**src/rtl/alu_arbiter_if.sv**
```systemverilog
// Requester/response bundle between the issue paths and the ALU arbiter.
// The slave side belongs to the arbiter. The master side belongs to the requesters and the response consumer.
interface alu_arbiter_if #(
  parameter int WIDTH = 8,
  parameter int FW    = 4,
  parameter int SW    = 4
);
  logic             req0_valid;
  logic             req0_ready;
  logic [WIDTH-1:0] req0_a;
  logic [WIDTH-1:0] req0_b;
  logic [FW-1:0]    req0_funct;
  logic             req0_upd;

  logic             req1_valid;
  logic             req1_ready;
  logic [WIDTH-1:0] req1_a;
  logic [WIDTH-1:0] req1_b;
  logic [FW-1:0]    req1_funct;
  logic             req1_upd;

  logic             rsp_valid;
  logic             rsp_ready;
  logic             rsp_id;
  logic [WIDTH-1:0] rsp_result;
  logic [SW-1:0]    rsp_stats;

  modport slave (
    input  req0_valid, req0_a, req0_b, req0_funct, req0_upd,
    input  req1_valid, req1_a, req1_b, req1_funct, req1_upd,
    output req0_ready, req1_ready,
    output rsp_valid, rsp_id, rsp_result, rsp_stats,
    input  rsp_ready
  );

  modport master (
    output req0_valid, req0_a, req0_b, req0_funct, req0_upd,
    output req1_valid, req1_a, req1_b, req1_funct, req1_upd,
    input  req0_ready, req1_ready,
    input  rsp_valid, rsp_id, rsp_result, rsp_stats,
    output rsp_ready
  );
endinterface

```
**src/rtl/alu_arbiter.sv**
```systemverilog
// Round-robin two-requester sequencer for the shared ALU. It drives the reserve/restore flag controls
// so that operations with upd=0 never disturb the architectural status flags.
module alu_arbiter #(
  parameter int WIDTH = 8,
  parameter int FW    = 4,
  parameter int SW    = 4
) (
  input  logic             i_clk,
  input  logic             i_rst,
  alu_arbiter_if.slave     bus,
  output logic [WIDTH-1:0] o_alu_a,
  output logic [WIDTH-1:0] o_alu_b,
  output logic [FW-1:0]    o_alu_funct,
  output logic             o_alu_reserve,
  output logic             o_alu_restore,
  input  logic [WIDTH-1:0] i_alu_r,
  input  logic [SW-1:0]    i_alu_stats,
  output logic             o_busy
);

  typedef enum logic [1:0] {IDLE, EXEC, CAP, RESP} state_t;

  state_t           state_q, state_d;
  logic             grant_vld;
  logic             grant_id;
  logic             last_grant_q;
  logic             id_q;
  logic             upd_q;
  logic [WIDTH-1:0] a_q, b_q, result_q;
  logic [FW-1:0]    funct_q;
  logic [SW-1:0]    stats_q;

  // NOTE: sequential state uses non-blocking assignments only, so every flop samples pre-edge values.
  always_ff @(posedge i_clk) begin
    if (i_rst) state_q <= IDLE;
    else       state_q <= state_d;
  end

  // NOTE: every output of this block gets a default value first, so no path through the case infers a latch.
  always_comb begin
    state_d        = state_q;
    grant_vld      = 1'b0;
    grant_id       = 1'b0;
    bus.req0_ready = 1'b0;
    bus.req1_ready = 1'b0;
    o_alu_reserve  = 1'b0;
    o_alu_restore  = 1'b1;
    case (state_q)
      IDLE: begin
        // On a tie, the requester that was not served last wins.
        grant_vld      = bus.req0_valid | bus.req1_valid;
        grant_id       = (bus.req0_valid && bus.req1_valid) ? ~last_grant_q : bus.req1_valid;
        bus.req0_ready = grant_vld & ~grant_id;
        bus.req1_ready = grant_vld &  grant_id;
        if (grant_vld) state_d = EXEC;
      end
      EXEC: begin
        o_alu_restore = 1'b0;
        state_d       = CAP;
      end
      CAP: begin
        // Reserve commits the operation's flags. Restore discards them.
        o_alu_reserve = upd_q;
        o_alu_restore = ~upd_q;
        state_d       = RESP;
      end
      RESP: begin
        if (bus.rsp_ready) state_d = IDLE;
      end
      default: state_d = IDLE;
    endcase
  end

  always_ff @(posedge i_clk) begin
    if (i_rst) begin
      last_grant_q <= 1'b1;
      id_q         <= 1'b0;
      upd_q        <= 1'b0;
      a_q          <= '0;
      b_q          <= '0;
      funct_q      <= '0;
      result_q     <= '0;
      stats_q      <= '0;
    end else begin
      if (state_q == IDLE && grant_vld) begin
        last_grant_q <= grant_id;
        id_q         <= grant_id;
        upd_q        <= grant_id ? bus.req1_upd   : bus.req0_upd;
        a_q          <= grant_id ? bus.req1_a     : bus.req0_a;
        b_q          <= grant_id ? bus.req1_b     : bus.req0_b;
        funct_q      <= grant_id ? bus.req1_funct : bus.req0_funct;
      end
      if (state_q == EXEC) result_q <= i_alu_r;
      if (state_q == CAP)  stats_q  <= i_alu_stats;
    end
  end

  assign o_alu_a        = a_q;
  assign o_alu_b        = b_q;
  assign o_alu_funct    = funct_q;
  assign o_busy         = (state_q != IDLE);
  assign bus.rsp_valid  = (state_q == RESP);
  assign bus.rsp_id     = id_q;
  assign bus.rsp_result = result_q;
  assign bus.rsp_stats  = stats_q;

endmodule
```
**src/flat_wrapper.sv**
```systemverilog
// flat-port wrapper written by rule: the top's interface ports become plain ports
module alu_arbiter_flat 
#(
  parameter int WIDTH = 8,
  parameter int FW    = 4,
  parameter int SW    = 4
)
  (i_clk, i_rst, o_alu_a, o_alu_b, o_alu_funct, o_alu_reserve, o_alu_restore, i_alu_r, i_alu_stats, o_busy, bus_req0_valid, bus_req0_a, bus_req0_b, bus_req0_funct, bus_req0_upd, bus_req1_valid, bus_req1_a, bus_req1_b, bus_req1_funct, bus_req1_upd, bus_req0_ready, bus_req1_ready, bus_rsp_valid, bus_rsp_id, bus_rsp_result, bus_rsp_stats, bus_rsp_ready);
  alu_arbiter_if #(.WIDTH(WIDTH), .FW(FW), .SW(SW)) bus_i ();
  input  logic i_clk;
  input  logic i_rst;
  output logic [WIDTH-1:0] o_alu_a;
  output logic [WIDTH-1:0] o_alu_b;
  output logic [FW-1:0] o_alu_funct;
  output logic o_alu_reserve;
  output logic o_alu_restore;
  input  logic [WIDTH-1:0] i_alu_r;
  input  logic [SW-1:0] i_alu_stats;
  output logic o_busy;
  input wire logic [$bits(bus_i.req0_valid)-1:0] bus_req0_valid;
  input wire logic [$bits(bus_i.req0_a)-1:0] bus_req0_a;
  input wire logic [$bits(bus_i.req0_b)-1:0] bus_req0_b;
  input wire logic [$bits(bus_i.req0_funct)-1:0] bus_req0_funct;
  input wire logic [$bits(bus_i.req0_upd)-1:0] bus_req0_upd;
  input wire logic [$bits(bus_i.req1_valid)-1:0] bus_req1_valid;
  input wire logic [$bits(bus_i.req1_a)-1:0] bus_req1_a;
  input wire logic [$bits(bus_i.req1_b)-1:0] bus_req1_b;
  input wire logic [$bits(bus_i.req1_funct)-1:0] bus_req1_funct;
  input wire logic [$bits(bus_i.req1_upd)-1:0] bus_req1_upd;
  output wire logic [$bits(bus_i.req0_ready)-1:0] bus_req0_ready;
  output wire logic [$bits(bus_i.req1_ready)-1:0] bus_req1_ready;
  output wire logic [$bits(bus_i.rsp_valid)-1:0] bus_rsp_valid;
  output wire logic [$bits(bus_i.rsp_id)-1:0] bus_rsp_id;
  output wire logic [$bits(bus_i.rsp_result)-1:0] bus_rsp_result;
  output wire logic [$bits(bus_i.rsp_stats)-1:0] bus_rsp_stats;
  input wire logic [$bits(bus_i.rsp_ready)-1:0] bus_rsp_ready;
  assign bus_i.req0_valid = bus_req0_valid;
  assign bus_i.req0_a = bus_req0_a;
  assign bus_i.req0_b = bus_req0_b;
  assign bus_i.req0_funct = bus_req0_funct;
  assign bus_i.req0_upd = bus_req0_upd;
  assign bus_i.req1_valid = bus_req1_valid;
  assign bus_i.req1_a = bus_req1_a;
  assign bus_i.req1_b = bus_req1_b;
  assign bus_i.req1_funct = bus_req1_funct;
  assign bus_i.req1_upd = bus_req1_upd;
  assign bus_req0_ready = bus_i.req0_ready;
  assign bus_req1_ready = bus_i.req1_ready;
  assign bus_rsp_valid = bus_i.rsp_valid;
  assign bus_rsp_id = bus_i.rsp_id;
  assign bus_rsp_result = bus_i.rsp_result;
  assign bus_rsp_stats = bus_i.rsp_stats;
  assign bus_i.rsp_ready = bus_rsp_ready;
  alu_arbiter #(.WIDTH(WIDTH), .FW(FW), .SW(SW)) u_core (.i_clk(i_clk), .i_rst(i_rst), .bus(bus_i), .o_alu_a(o_alu_a), .o_alu_b(o_alu_b), .o_alu_funct(o_alu_funct), .o_alu_reserve(o_alu_reserve), .o_alu_restore(o_alu_restore), .i_alu_r(i_alu_r), .i_alu_stats(i_alu_stats), .o_busy(o_busy));
endmodule
```
**config.mk**
```make
export PLATFORM = sky130hd
export DESIGN_NAME = alu_arbiter_flat
export DESIGN_NICKNAME = d
export VERILOG_FILES = /design/src/rtl/alu_arbiter_if.sv /design/src/rtl/alu_arbiter.sv /design/src/flat_wrapper.sv
export SDC_FILE = /design/constraint.sdc
export NUM_CORES = 1
export LEC_CHECK = 0
export CAP_MARGIN = 20
export CORE_UTILIZATION = 39
export DETAILED_ROUTE_END_ITERATION = 7
export PLACE_DENSITY = 0.78
export SYNTH_ARGS = -nofsm -noshare
export SYNTH_HDL_FRONTEND = slang
export SYNTH_SLANG_ARGS = --single-unit
export TNS_END_PERCENT = 10
```
**constraint.sdc**
```tcl
create_clock -name i_clk -period 2.1 [get_ports i_clk]
set_input_delay 0.42 -clock i_clk [delete_from_list [all_inputs] [get_ports i_clk]]
set_output_delay 0.42 -clock i_clk [all_outputs]
set_load 0.01 [all_outputs]
```
==> flow_summary_export.csv <==
group,metric,value,unit
drt,via_per_inst,5.049,
clock_tree,clockBufferDepth,2,
sta,clock.fmax,491.1,MHz
yosys,synth_top_cell_by_area,"dfxtp_1",
setup_path,slowest_delay,550,ps
grt,antenna_found_initial,0,
setup_path,crit_path_top_delay_cell,"clkdlybuf4s50_1",
setup_path,rrSetupSlack,590,ps
yosys,yosysWarnings,0,
clock_tree,cts_buffers,5,
sta,tns,0,ps
setup_path,critPathMaxFanout,5,
sta,maxSlewViolCount,0,
yosys,synthDistinctLibCells,28,
setup_path,crit_path_start_kind,"flip-flop",
placed_design,placed_cells,337,
floorplan,die-area,0.004850,mm2
sta,holdWs,495.8,ps
grt,grt-ovfl-total,0,
yosys,synth.area.top_cells,"dfxtp_1, mux2i_1, nor2_1",
sta,fin_crit,2036,ps
setup_path,worst-path-buf-inv,2,
clock_tree,post_cts_buffers,0,
yosys,syn_nets,258,
run_status,outcome,"finished clean",
sta,finalWorstSetupSlack,63.75,ps
yosys,synthTopCellsByCount,"dfxtp_1, nor2_1, nand3_1",
setup_path,critPathKind,"flip-flop to output port",
min_path,holdPathEnd,"u_core.bus.rsp_result[7]",
power,power_leakage,1.124,nW
grt,grt.busiest_layer,"met2",
placed_design,globalplace.congestion,0.7607,
yosys,synth_edf_count,0,
grt,use_met3,0.06105,
floorplan,boundaryPins,98,
grt,first_global_vias,1709,
yosys,synthFlopType,"dfxtp_1",
drt,vias,1742,
flow_run,cap_violations,0,
sta,setup_viol,0,
setup_path,critical_path_arrival,1620,ps
sta,worst_slew_pin_slew,417.1,ps
clock_tree,htree_num_levels,2,
min_path,hp-class,"flip-flop to flip-flop",
setup_path,cp-end-kind,"output port",
grt,use_met2,0.3549,
floorplan,fp.dieH,69.64,um
power,powerDensity,1199,mW/mm2
sta,final_hold_viol_count,0,
sta,finClkSkew,2.683,ps
yosys,netlist_area,0.001784,mm2
power,peakVddDrop,555.8,uV
placed_design,hpwl,3.409,mm
setup_path,worstReg2RegEnd,"u_core.o_alu_funct[1]",
yosys,synth-seq-cells,37,
grt,grt_pass1_wl,8.204,mm
drt,first_pass_iters,4,
clock_tree,clock-sinks,37,
final_layout,syn2layout_area_growth,66.13,%
yosys,yosys.area.top_type_share,0.4151,
setup_path,rr_startpoint,"u_core.state_q[0]",
grt,track_usage,0.2083,
floorplan,num_rows,24,
clock_tree,cts_tree,"done",
yosys,avgSynthCellArea,9.197,um2
floorplan,core_area,0.004384,mm2
placed_design,pre_cts_slack,-86.16,ps
sta,period_share,0.9696,
grt,grt_max_degree,23,
yosys,yosysMostFrequentCell,"dfxtp_1",
drt,drtIter0Drc,41,
min_path,min_from,"u_core.bus.rsp_result[7]",
drt,routed_wl,4.776,mm
floorplan,start_util,0.4070,
final_layout,diodes,0,
setup_path,worstRegToRegCells,6,
clock_tree,ctsHoldBuffers,0,
yosys,synthCells,194,
yosys,async_reset_ff_frac,0,
sta,rsz0062_at_grt,"no",
grt,grt_use_met1,0.2618,
sta,relSlewSlack,0.7210,
final_layout,nets,356,
final_layout,n_fill_cell,376,
setup_path,crit_family,"buffers and inverters",
clock_tree,path_clk_slew,70,ps
drt,drcViolationCount,0,
placed_design,io_buffers,97,
setup_path,cp.required,1680,ps
yosys,ys_seq_area_frac,0.4151,
floorplan,die_w,69.64,um
drt,wl_per_cell,13.84,um
clock_tree,worst_skew_pair.late_latency,280,ps
final_layout,fin_util,0.6761,
drt,ant_nets,0,
final_layout,drive_gt1_frac,0.1502,
setup_path,crit_path_cell_trace,"inv_2 > ha_4 > and2_1 > clkdlybuf4s50_1",
clock_tree,root_buffer,"clkbuf_8",
final_layout,final_cells,345,
min_path,hold_path_depth,2,
[metal layers]
metal  vias to the layer above  wire length [um]
li1                        895                 -
met1                       780              2073
met5                         -                 0
met3                         4               351
met4                         0                27
met2                        63              2323
[timing repair]
action | 4_1_cts | 5_1_grt
endpoints found under the hold margin | 0 | 0
setup endpoints to repair | 4 | 3
resized for setup | 5 | 7
[worst max path at each step]
stage	startpoint	cells after the start	to
2_1_floorplan	u_core.state_q[0]	5	o_alu_restore
3_3_place_gp	bus_req0_valid	4	bus_req1_ready
3_5_place_dp	bus_req0_valid	4	bus_req1_ready
4_1_cts	u_core.state_q[0]	5	bus_req0_ready
5_1_grt	u_core.state_q[0]	4	o_alu_reserve
6_report	u_core.state_q[0]	4	o_alu_reserve
[area by class of cell]
cell class | instances | area [um2] | area share
Clock buffer | 7 | 96.34 | 0.03250
Clock inverter | 1 | 5.005 | 0.001688
Inverter | 6 | 22.52 | 0.007598
Multi-Input combinational cell | 133 | 934.6 | 0.3153
Sequential cell | 37 | 743.2 | 0.2507
Tap cell | 52 | 65.06 | 0.02195
Timing Repair Buffer | 109 | 1097 | 0.3702
[where the power goes]
part	internal, mW	switching [mW]	leakage [nW]
combinational	0.987	0.952	0.763
sequential	0.940	0.130	0.306
clock	0.297	0.248	0.0542
[worst reg2reg max path, cell delays in order (launching register included)]
cell,delay [ps]
dfxtp_2,370
inv_2,80
ha_1,220
inv_1,70
buf_4,290
o21ai_2,110
a311oi_1,280
[stage by stage]
step / area (um2) / total power, mW
global route: 2964 / 3.820
floorplan: 1784 / 2.154
finish: 2964 / 3.553
global placement: 2836 / 2.980
CTS: 2939 / 3.553
detailed placement: 2836 / 3.004
[cells in the final DEF (no fill, tap or decap)]
master	Yosys	routed
a31oi_1	4	4
o211a_1	1	1
a21boi_4	1	1
buf_4	4	9
a311oi_1	10	10
a211o_1	1	1
buf_12	0	3
ha_1	5	3
nor2b_1	1	1
dlymetal6s2s_1	0	1
o21a_1	1	1
clkdlybuf4s50_1	0	93
a21oi_1	3	3
o21ai_0	6	6
o21ai_1	11	11
a21bo_2	1	1
clkbuf_8	0	7
dfxtp_1	37	35
a22oi_1	1	1
inv_2	0	2
or3_1	1	1
dfxtp_2	0	2
nand3_1	21	21
inv_1	6	4
o21ai_2	9	9
ha_4	0	2
nor2_1	31	31
and2_1	2	2
dlygate4sd2_1	0	3
clkinv_2	0	1
mux2i_1	13	13
nand2_1	3	3
a311oi_2	7	7
[cells by family (layout without fill, tap and decap cells)]
family,after synthesis,after routing,synth area share
and+or+nand+nor,59,59,0.1445
AOI/OAI and AO/OA,56,56,0.2574
DFF,37,37,0.4151
buffers and inverters,24,123,0.07503
muxes,13,13,0.07293
adders and majority gates,5,5,0.03506
[registers in the layout, indices dropped and copies added, names as in the netlist]
| register | cells |
|---|---|
| u_core.bus.rsp_id | 1 |
| u_core.o_alu_a | 8 |
| u_core.upd_q | 1 |
| u_core.bus.rsp_stats | 4 |
| u_core.last_grant_q | 1 |
| u_core.state_q | 2 |
| u_core.o_alu_b | 8 |
| u_core.bus.rsp_result | 8 |
| u_core.o_alu_funct | 4 |
(Power assumes the default switching activity.)
